**src/rtl/conv_seq_pkg.sv**
```systemverilog
// conv_seq_pkg: shared types and constants for the conv neuron sequencer
package conv_seq_pkg;

    typedef enum logic [1:0] {IDLE, LOAD_W, STREAM, DRAIN} seq_state_t;

    localparam int DEF_WEIGHT_MEM_ORDER = 5;
    localparam int FIFO_ORDER           = DEF_WEIGHT_MEM_ORDER + 1;
    localparam int NEURON_OUT_LATENCY   = 8;

    // One extra address bit lets a FIFO hold a full kernel plus bias with room to spare
    function automatic int fifo_order(input int weight_mem_order);
        return weight_mem_order + 1;
    endfunction

endpackage

```
**src/rtl/conv_seq_fifo.sv**
```systemverilog
// conv_seq_fifo: first-word-fall-through synchronous FIFO with occupancy count
module conv_seq_fifo #(
    parameter int WIDTH = 8,
    parameter int ORDER = 6
) (
    input  logic             clk,
    input  logic             rst_n,
    input  logic             push_i,
    input  logic             pop_i,
    input  logic [WIDTH-1:0] data_i,
    output logic [WIDTH-1:0] data_o,
    output logic [ORDER:0]   count_o,
    output logic             full_o,
    output logic             empty_o
);

    localparam int DEPTH = 2 ** ORDER;

    logic [WIDTH-1:0] mem_q [DEPTH];
    logic [ORDER-1:0] wr_q, rd_q;
    logic [ORDER:0]   cnt_q;
    logic             wr_en, rd_en;

    assign full_o  = cnt_q == (ORDER+1)'(DEPTH);
    assign empty_o = cnt_q == '0;
    assign count_o = cnt_q;
    assign data_o  = mem_q[rd_q];
    assign wr_en   = push_i && !full_o;
    assign rd_en   = pop_i && !empty_o;

    always_ff @(posedge clk) begin
        if (wr_en) mem_q[wr_q] <= data_i;
    end

    always_ff @(posedge clk or negedge rst_n) begin
        if (!rst_n) begin
            wr_q  <= '0;
            rd_q  <= '0;
            cnt_q <= '0;
        end else begin
            wr_q  <= wr_q + ORDER'(wr_en);
            rd_q  <= rd_q + ORDER'(rd_en);
            cnt_q <= cnt_q + (ORDER+1)'(wr_en) - (ORDER+1)'(rd_en);
        end
    end

endmodule

```
**src/rtl/conv_neuron_seq.sv**
```systemverilog
// conv_neuron_seq: loads bias/weights into a lockstep neuron bank, streams
// feature windows and counts returned outputs to signal completion
module conv_neuron_seq
    import conv_seq_pkg::*;
#(
    parameter int FEATURE_WIDTH    = 8,
    parameter int WEIGHT_WIDTH     = 8,
    parameter int WEIGHT_MEM_ORDER = DEF_WEIGHT_MEM_ORDER,
    parameter int KERNEL_LEN       = 25,
    parameter int NUM_NEURONS      = 4,
    parameter int NUM_WINDOWS      = 16
) (
    input  logic                     clk,
    input  logic                     rst_n,
    input  logic                     start,
    output logic                     busy,
    output logic                     done,
    input  logic [WEIGHT_WIDTH-1:0]  w_data,
    input  logic                     w_valid,
    output logic                     w_ready,
    input  logic [FEATURE_WIDTH-1:0] f_data,
    input  logic                     f_valid,
    output logic                     f_ready,
    output logic [WEIGHT_WIDTH-1:0]  n_weight_stream,
    output logic [NUM_NEURONS-1:0]   n_weight_first,
    output logic [NUM_NEURONS-1:0]   n_weight_last,
    output logic [FEATURE_WIDTH-1:0] n_feature_stream,
    output logic                     n_feature_first,
    output logic                     n_feature_last,
    input  logic                     n_output_valid,
    output logic [15:0]              win_issued
);

    localparam int FORD = fifo_order(WEIGHT_MEM_ORDER);
    localparam int NIW  = $clog2(NUM_NEURONS) + 1;
    localparam int TW   = WEIGHT_MEM_ORDER + 1;

    seq_state_t state_q, state_d;
    logic [NIW-1:0] ni_q, ni_d;
    logic [TW-1:0] wtap_q, wtap_d, ftap_q, ftap_d;
    logic gap_q, gap_d;
    logic [15:0] win_q, win_d, ocnt_q, ocnt_d;
    logic [WEIGHT_WIDTH-1:0] nws_q, nws_d;
    logic [NUM_NEURONS-1:0] nwf_q, nwf_d, nwl_q, nwl_d;
    logic [FEATURE_WIDTH-1:0] nfs_q, nfs_d;
    logic nff_q, nff_d, nfl_q, nfl_d;

    logic [FORD:0] wcnt, fcnt;
    logic wfull, ffull, wempty, fempty;
    logic [WEIGHT_WIDTH-1:0] w_head;
    logic [FEATURE_WIDTH-1:0] f_head;
    logic start_run, wpop, wfirst, wlast, fpop, ffirst, flast;
    logic [16:0] ocnt_nx;
    logic [NUM_NEURONS-1:0] ni_hot;

    conv_seq_fifo #(.WIDTH(WEIGHT_WIDTH), .ORDER(FORD)) u_wfifo (
        .clk(clk), .rst_n(rst_n), .push_i(w_valid), .pop_i(wpop), .data_i(w_data),
        .data_o(w_head), .count_o(wcnt), .full_o(wfull), .empty_o(wempty)
    );

    conv_seq_fifo #(.WIDTH(FEATURE_WIDTH), .ORDER(FORD)) u_ffifo (
        .clk(clk), .rst_n(rst_n), .push_i(f_valid), .pop_i(fpop), .data_i(f_data),
        .data_o(f_head), .count_o(fcnt), .full_o(ffull), .empty_o(fempty)
    );

    always_ff @(posedge clk or negedge rst_n) begin
        if (!rst_n) state_q <= IDLE;
        else        state_q <= state_d;
    end

    always_comb begin
        state_d = state_q;
        unique case (state_q)
            IDLE:   if (start) state_d = LOAD_W;
            LOAD_W: if (wlast && ni_q == NIW'(NUM_NEURONS - 1)) state_d = STREAM;
            STREAM: if (flast && win_q == 16'(NUM_WINDOWS - 1)) state_d = DRAIN;
            DRAIN:  if (done) state_d = IDLE;
        endcase
    end

    // A burst or window only starts once it is fully buffered, so it never stalls midway
    always_comb begin
        start_run = state_q == IDLE && start;
        wpop      = state_q == LOAD_W && !wempty &&
                    (wtap_q != '0 || (!gap_q && wcnt >= (FORD+1)'(KERNEL_LEN + 1)));
        wfirst    = wpop && wtap_q == '0;
        wlast     = wpop && wtap_q == TW'(KERNEL_LEN);
        fpop      = state_q == STREAM && !fempty &&
                    (ftap_q != '0 || fcnt >= (FORD+1)'(KERNEL_LEN));
        ffirst    = fpop && ftap_q == '0;
        flast     = fpop && ftap_q == TW'(KERNEL_LEN - 1);
        ocnt_nx   = {1'b0, ocnt_q} + 17'(n_output_valid);
        done      = state_q == DRAIN && ocnt_nx >= 17'(NUM_WINDOWS);
        ni_hot    = NUM_NEURONS'(1) << ni_q;
    end

    always_comb begin
        ni_d   = start_run ? '0 : ni_q + NIW'(wlast);
        wtap_d = wlast ? '0 : wtap_q + TW'(wpop);
        ftap_d = flast ? '0 : ftap_q + TW'(fpop);
        gap_d  = wlast;
        win_d  = start_run ? '0 : win_q + 16'(flast);
        ocnt_d = start_run ? '0 : (state_q == STREAM || state_q == DRAIN) ? ocnt_nx[15:0] : ocnt_q;
        nws_d  = wpop ? w_head : nws_q;
        nwf_d  = wfirst ? ni_hot : '0;
        nwl_d  = wlast ? ni_hot : '0;
        nfs_d  = fpop ? f_head : nfs_q;
        nff_d  = ffirst;
        nfl_d  = flast;
    end

    always_ff @(posedge clk or negedge rst_n) begin
        if (!rst_n) begin
            ni_q   <= '0;
            wtap_q <= '0;
            ftap_q <= '0;
            gap_q  <= 1'b0;
            win_q  <= '0;
            ocnt_q <= '0;
            nws_q  <= '0;
            nwf_q  <= '0;
            nwl_q  <= '0;
            nfs_q  <= '0;
            nff_q  <= 1'b0;
            nfl_q  <= 1'b0;
        end else begin
            ni_q   <= ni_d;
            wtap_q <= wtap_d;
            ftap_q <= ftap_d;
            gap_q  <= gap_d;
            win_q  <= win_d;
            ocnt_q <= ocnt_d;
            nws_q  <= nws_d;
            nwf_q  <= nwf_d;
            nwl_q  <= nwl_d;
            nfs_q  <= nfs_d;
            nff_q  <= nff_d;
            nfl_q  <= nfl_d;
        end
    end

    assign busy             = state_q != IDLE;
    assign w_ready          = !wfull;
    assign f_ready          = !ffull;
    assign n_weight_stream  = nws_q;
    assign n_weight_first   = nwf_q;
    assign n_weight_last    = nwl_q;
    assign n_feature_stream = nfs_q;
    assign n_feature_first  = nff_q;
    assign n_feature_last   = nfl_q;
    assign win_issued       = win_q;

endmodule

```
**config.mk**
```make
export PLATFORM = sky130hd
export DESIGN_NAME = conv_neuron_seq
export DESIGN_NICKNAME = d
export VERILOG_FILES = /design/src/rtl/conv_seq_pkg.sv /design/src/rtl/conv_seq_fifo.sv /design/src/rtl/conv_neuron_seq.sv
export SDC_FILE = /design/constraint.sdc
export NUM_CORES = 1
export LEC_CHECK = 0
export CORE_ASPECT_RATIO = 1.25
export CORE_MARGIN = 3
export CORE_UTILIZATION = 39
export DETAILED_ROUTE_END_ITERATION = 6
export PLACE_DENSITY = 0.51
export SLEW_MARGIN = 25
export SYNTH_ARGS = -nofsm -noshare
export SYNTH_HDL_FRONTEND = slang
export SYNTH_SLANG_ARGS = --single-unit
export TNS_END_PERCENT = 20
```
**constraint.sdc**
```tcl
create_clock -name clk -period 8.19 [get_ports clk]
set_input_delay 2.0475 -clock clk [delete_from_list [all_inputs] [get_ports clk]]
set_output_delay 2.0475 -clock clk [all_outputs]
set_load 0.02 [all_outputs]
```
==> summary.txt, run 1 <==
Outcome
  – Status: completed

Min path
  – Hold path startpoint: wtap_q[5]
  – Worst hold path type: reg2reg

Clocking
  – Setup Fix Bufs, Post-CTS: 0
  – Clk sinks: 1138
  – Htree depth: 3
  – Clk buf depth: 3
  – Clock Latency Late Sink: 710 ps
  – Clk root buf: clkbuf_16
  – # resized after CTS: 0
  – CTS Buf Count: 112
  – CTS clk-pin slew, worst paths: 60 ps
  – CTS Hold Bufs: 0
  – CTS tree: built

Floorplan
  – Standard-cell rows: 139
  – Full die area: 120500 sq um
  – Die X: 311.0 um
  – Initial Util: 39.40%
  – Die Height: 387.3 um
  – Core region area: 115100 sq um
  – Io pins: 68

Critical path
  – Crit. End Element: output port
  – Worst r2r src: u_wfifo.rd_q[0]
  – CP required: 6140 ps
  – R2r setup slk: 4390 ps
  – CP startpoint: n_output_valid
  – Arr. time, crit path: 4710 ps
  – Slowest stage delay, CP: 570 ps
  – CP delay by family, top: buffers and inverters
  – CP Launch Type: input pin
  – Most common cell on crit path: clkdlybuf4s50_1
  – Slowest cell on crit path: clkdlybuf4s50_1
  – Crit path buf inv count: 2
  – Crit path cell chain: clkdlybuf4s50_1, ha_1, nand2_1, nor4_2, o211ai_1, a221oi_1, a31oi_1, clkdlybuf4s50_1
  – Worst-path maximum fanout: 5
  – Kind of critical path: in2out

Layout
  – Number of diodes: 0
  – Final core occ: 44.75%
  – Seq. cell area: 33620 sq um
  – Multi-input gate area: 11150 sq um
  – # fillers: 9977
  – Final net count: 2558
  – Synthesis-to-layout area growth: 13.59%
  – Ratio of cells with drive above 1 in the final layout: 19.32%

Detailed routing
  – Routed WL: 107000 um
  – Via density: 5.335
  – 1st-iter DRT viols: 1693
  – Antenna viol nets, final: 0
  – DR vias: 22027
  – Pre-antenna DRT Iters: 5
  – DRC viols: 0
  – Routed wire per std cell: 25.90 um

Power
  – Sw power: 5243 uW
  – Lkg Pwr: 0.01693 uW
  – Comb pwr share: 26.6%
  – P per Cell Area: 330.7 nW/um^2
  – Pint: 11800 uW
  – Sw Ratio: 30.77%
  – Reg power frac: 42.7%
  – Worst IR Drop VDD: 235.4 uV
  – Clk pwr share: 30.7%

Synth
  – Synth Area per Inst: 19.07 sq um
  – Synth Flop Type: edfxtp_1
  – EDFF count, synth: 1024
  – Synth Instances: 2378
  – #FFs+latches synth: 1138
  – Syn. warnings: 0
  – Post-synthesis cell area: 45360 sq um
  – Register area share after synthesis: 74.08%
  – Distinct cells, synth: 62
  – Ys async rst share: 10.02%
  – Syn_nets: 2454

Job
  – Max_cap viols: 0

Timing
  – RSZ-0062 raised after global routing: no
  – Period Utilization, post-route: 82.51%
  – Worst Skew: 28.74 ps
  – Min Tclk post-route: 6757 ps
  – Final hold viol count: 0
  – Final setup viols: 0
  – Hold WS: 483.6 ps
  – Slew at the pin with the worst max-slew slack: 1005 ps
  – FMAX: 0.1480 GHz
  – Setup TNS: 0 ps
  – Pins Over Slew Limit: 0
  – Slew headroom: 32.81%

Place
  – GPL Wtd Cong: 0.8427
  – PortBufs: 67
  – Post-DP HPWL: 65460 um

Global route
  – Vias in the first global route: 23179
  – Antenna violations before repair: 0
  – Total Routing Usage GR: 17.77%
  – Largest net degree at the start of global routing: 113
  – GRT overflow: 0
  – Global-route wire length before repair: 158900 um
==> Yosys cell counts (all sizes together), types with 2 or more instances <==
| cell | n | area share, % |
|---|---|---|
| nand3 | 62 | 0.68 |
| or3 | 7 | 0.097 |
| o2111ai | 2 | 0.039 |
| nor4 | 5 | 0.083 |
| nand4b | 3 | 0.058 |
| mux4 | 243 | 12 |
| a21oi | 43 | 0.47 |
| and4 | 3 | 0.058 |
| a41o | 2 | 0.044 |
| o21bai | 2 | 0.033 |
| fa | 2 | 0.088 |
| nand3b | 11 | 0.18 |
| or3b | 4 | 0.077 |
| a31oi | 10 | 0.14 |
| a22oi | 38 | 0.63 |
| o211ai | 6 | 0.099 |
| buf | 69 | 0.70 |
| clkbuf | 46 | 0.38 |
| mux2i | 134 | 3.0 |
| and2 | 4 | 0.055 |
| xor2 | 36 | 0.70 |
| ha | 52 | 1.4 |
| edfxtp | 1024 | 68 |
| and3b | 3 | 0.058 |
| nand2b | 2 | 0.028 |
| xnor2 | 28 | 0.54 |
| inv | 34 | 0.28 |
| and3 | 10 | 0.14 |
| a211oi | 2 | 0.044 |
| or2 | 4 | 0.055 |
| nor2b | 15 | 0.21 |
| nand4 | 19 | 0.26 |
| and2b | 2 | 0.039 |
| a41oi | 2 | 0.055 |
| nor2 | 209 | 1.7 |
| nand2 | 88 | 0.73 |
| o21ai | 7 | 0.077 |
| a31o | 2 | 0.039 |
| nor4b | 2 | 0.039 |
| or4 | 3 | 0.058 |
| nor3b | 3 | 0.050 |
| dfrtp | 114 | 6.3 |
| o311ai | 5 | 0.097 |
| nor3 | 7 | 0.10 |
==> metal layers <==
metal / wire, um / share of wire, % / vias up / GRT usage [%]
met5: 0 / 0 / - / 0
met4: 3369 / 3.1 / 0 / 6.341
met3: 4094 / 3.8 / 158 / 2.547
met2: 55450 / 52 / 527 / 31.04
met1: 44040 / 41 / 11645 / 22.66
li1: - / - / 9697 / -
==> worst reg2reg max path: cells and delay by family, from the launching register on <==
family,cells,cell delay [ps]
buffers and inverters,1,820
AOI/OAI and AO/OA,2,640
DFF,1,990
muxes,2,1210
==> flip-flops by register name, indices dropped and copies added, names as in the netlist, 4 cells and up <==
| register | count |
|---|---|
| u_ffifo.count_o | 7 |
| n_feature_stream | 8 |
| ftap_q | 6 |
| u_wfifo.rd_q | 6 |
| u_wfifo.count_o | 7 |
| u_wfifo.wr_q | 6 |
| ocnt_q | 16 |
| n_weight_first | 4 |
| u_ffifo.mem_q | 512 |
| n_weight_stream | 8 |
| n_weight_last | 4 |
| u_ffifo.rd_q | 6 |
| u_wfifo.mem_q | 512 |
| wtap_q | 6 |
| u_ffifo.wr_q | 6 |
| win_issued | 16 |
==> placed cells by master (no fill, tap or decap), drive strengths merged, types with 38 or more instances in the layout <==
| master | synthesis | layout |
|---|---|---|
| ha | 52 | 52 |
| mux4 | 243 | 243 |
| clkinv | 1 | 45 |
| edfxtp | 1024 | 1024 |
| a22oi | 38 | 38 |
| clkbuf | 46 | 142 |
| buf | 69 | 55 |
| nand3 | 62 | 62 |
| a21oi | 43 | 43 |
| inv | 34 | 39 |
| mux2i | 134 | 134 |
| dfrtp | 114 | 114 |
| clkdlybuf4s50 | 0 | 50 |
| nor2 | 209 | 209 |
| nand2 | 88 | 88 |
==> path summary, 6_finish.rpt <==
check                                      to  cells after the start
max reg2reg                n_weight_stream[6]                      5
min reg2reg                         wtap_q[5]                      1
min in group asynchronous  n_weight_stream[6]                      1
max in group asynchronous      win_issued[10]                      2
min                                 wtap_q[5]                      1
max                                      done                      8
==> cells by family after synthesis <==
group	count (synthesis)	share of synthesized area, %
muxes	378	15.05
AOI/OAI and AO/OA	128	1.956
and+or+nand+nor	466	4.789
adders and majority gates	54	1.523
DFF	1138	74.08
buffers and inverters	150	1.365
xor gates and xnor gates	64	1.236
==> power by group through the flow <==
stage	Clock, uW	Sequential [uW]	Combinational, uW
after floorplan	0	7090	3230
after global placement	0	7400	4550
after detailed placement	0	7410	4610
after CTS	5380	7290	4620
after global routing	5620	7340	4880
final	5240	7280	4530
==> layout make-up <==
cell class	count	area share, %
clock buffers	142	5.879
repair buffers	105	1.780
inverters	35	0.2550
well taps	1551	3.766
clock inverters	68	1.423
multi-input cells	1090	21.65
flip-flops and latches	1138	65.25
==> stage by stage <==
stage / setup slack (ps) / instance area (sq um) / instances / power, uW
after floorplan: 2600 / 45360 / 2378 / 10320
after global placement: 1467 / 47720 / 3918 / 11950
after global routing: 1286 / 51520 / 4129 / 17840
after CTS: 1432 / 51480 / 4128 / 17290
after detailed placement: 1445 / 47720 / 3918 / 12020
final: 1433 / 51520 / 4129 / 17040
Power figures use the tool's default switching activity.
==> inputs of run 2 (changes only) <==
Clock period 8.19 ns to 6.6 ns, I/O delays scaled along.
==> run 2 against run 1 <==
Wire length shrank 0.13%; first-iteration DRC count grew 8.9%; highest routed layer unchanged; final cell count shrank 0.19%; via count shrank 0.38%; die area is the same; critical path depth grew 1; sequential power grew 24%; non-clock buffer count is the same; sequential cell count is the same.
==> summary.txt, run 2 (same netlist as run 1, synthesis figures left out) <==
Floorplan
  – Full die area: 120500 sq um
  – Initial Util: 39.40%
  – Die X: 311.0 um
  – Io pins: 68
  – Core region area: 115100 sq um
  – Standard-cell rows: 139
  – Die Height: 387.3 um

Critical path
  – Arr. time, crit path: 4250 ps
  – CP required: 4950 ps
  – Cells on worst reg2reg path: 14
  – Kind of critical path: in2out
  – Worst r2r src: ftap_q[1]
  – Reg2reg end: u_ffifo.count_o[6]
  – R2r setup slk: 2650 ps
  – Crit. End Element: output port
  – CP Launch Type: input pin
  – Worst-path maximum fanout: 5

Min path
  – Hold path startpoint: wtap_q[5]
  – Worst hold path type: reg2reg
  – Hold path cells: 1
  – Hold endpoint: wtap_q[5]

Power
  – P per Cell Area: 405.9 nW/um^2
  – Lkg Pwr: 0.01683 uW
  – Worst IR Drop VDD: 280.0 uV

Layout
  – Most frequent cells in the layout: 1024 x edfxtp_1, 243 x mux4_2, 208 x nor2_1
  – Layout Cells excl Fill: 4121
  – Final core occ: 44.56%
  – Commonest non-fill, non-tap cell in the layout: edfxtp_1
  – Final net count: 2556
  – Number of diodes: 0
  – Final Cell Area: 51310 sq um
  – Largest registers: u_ffifo.mem_q: 512 flops, u_wfifo.mem_q: 512 flops
  – Ratio of cells with drive above 1 in the final layout: 19.26%
  – Synthesis-to-layout area growth: 13.12%

Global route
  – Total Routing Usage GR: 17.86%
  – Global-route wire length before repair: 159900 um
  – Vias in the first global route: 23519
  – Largest net degree at the start of global routing: 86
  – Met2 Usage GRT: 31.41%
  – GR peak layer: met2
  – Antenna violations before repair: 0
  – Met3 Use GR: 2.451%
  – Grt met1 use: 22.80%
  – GRT overflow: 0

Detailed routing
  – 1st-iter DRT viols: 1844
  – Pre-antenna DRT Iters: 5
  – DR vias: 21944
  – Antenna viol nets, final: 0
  – Routed wire per std cell: 25.92 um
  – Via density: 5.325
  – DRC viols: 0
  – Routed WL: 106800 um

Clocking
  – Setup Fix Bufs, Post-CTS: 0
  – Htree depth: 3
  – Clk root buf: clkbuf_16
  – CTS Hold Bufs: 0
  – Clk buf depth: 3
  – CTS Buf Count: 110
  – CTS clk-pin slew, worst paths: 60 ps
  – Clock Latency Late Sink: 720 ps
  – CTS tree: built
  – Clk sinks: 1138
  – # resized after CTS: 0

Timing
  – Period Utilization, post-route: 89.37%
  – RSZ-0062 raised after global routing: no
  – Setup TNS: 0 ps
  – FMAX: 0.1695 GHz
  – Worst Skew: 26.76 ps
  – Slew at the pin with the worst max-slew slack: 1008 ps
  – Final hold viol count: 0
  – Final setup viols: 0
  – Pins Over Slew Limit: 0
  – Min Tclk post-route: 5898 ps
  – Slew headroom: 32.81%

Job
  – Max_cap viols: 0

Place
  – GPL Wtd Cong: 0.7982
  – Placed cell count: 3919
  – Post-DP HPWL: 66200 um
  – PortBufs: 67
  – Placed inst area: 47750 sq um

Outcome
  – Status: completed
run 2: how the worst max path moves through the flow:
stage | startpoint | to
after floorplan | n_output_valid | done
after global placement | n_output_valid | done
after detailed placement | n_output_valid | done
after CTS | n_output_valid | done
after global routing | n_output_valid | done
final | n_output_valid | done
run 2: final cells by class:
type	count	area, sq um
Fill cell	9977	63830
Sequential cell	1138	33620
Multi-Input combinational cell	1090	11150
Clock buffer	129	2887
Tap cell	1551	1941
Timing Repair Buffer	105	914.6
Clock inverter	73	666.9
Inverter	35	131.4
run 2: layer usage:
layer | wire length, um | up-vias
met1 | 43770 | 11582
met4 | 3152 | 0
li1 | - | 9682
met3 | 4196 | 163
met2 | 55690 | 517
met5 | 0 | -
run 2: critical path, cell delays in order:
cell and delay (ps):
clkdlybuf4s50_1 410, ha_1 250, ha_1 230, nand4_1 170, nor3b_1 230, o211ai_1 110
a221oi_1 480, a31oi_1 150, clkdlybuf4s50_1 570
run 2: power breakdown:
part	internal [uW]	switching [uW]	leakage (uW)
Clock	3480	2720	0.00174
Combinational	2510	3100	0.00445
Sequential	8360	659	0.0106
Total	14400	6480	0.0168
run 2: through the flow:
stage / hold slack [ps] / setup WS, ps / total power, uW
final: 473.1 / 701.7 / 20830
after global placement: 459.7 / 679.2 / 14860
after detailed placement: 461.9 / 691.9 / 14920
after CTS: 477.1 / 681.6 / 21150
after global routing: 506.9 / 425.2 / 21810
after floorplan: 439.1 / 1805 / 12810
==> inputs of run 3 (changes only) <==
Settings changed: HOLD_SLACK_MARGIN set to 0.15.
==> results of run 3 <==
Same layout as run 2: the final DEF is identical, and so are final timing and power.
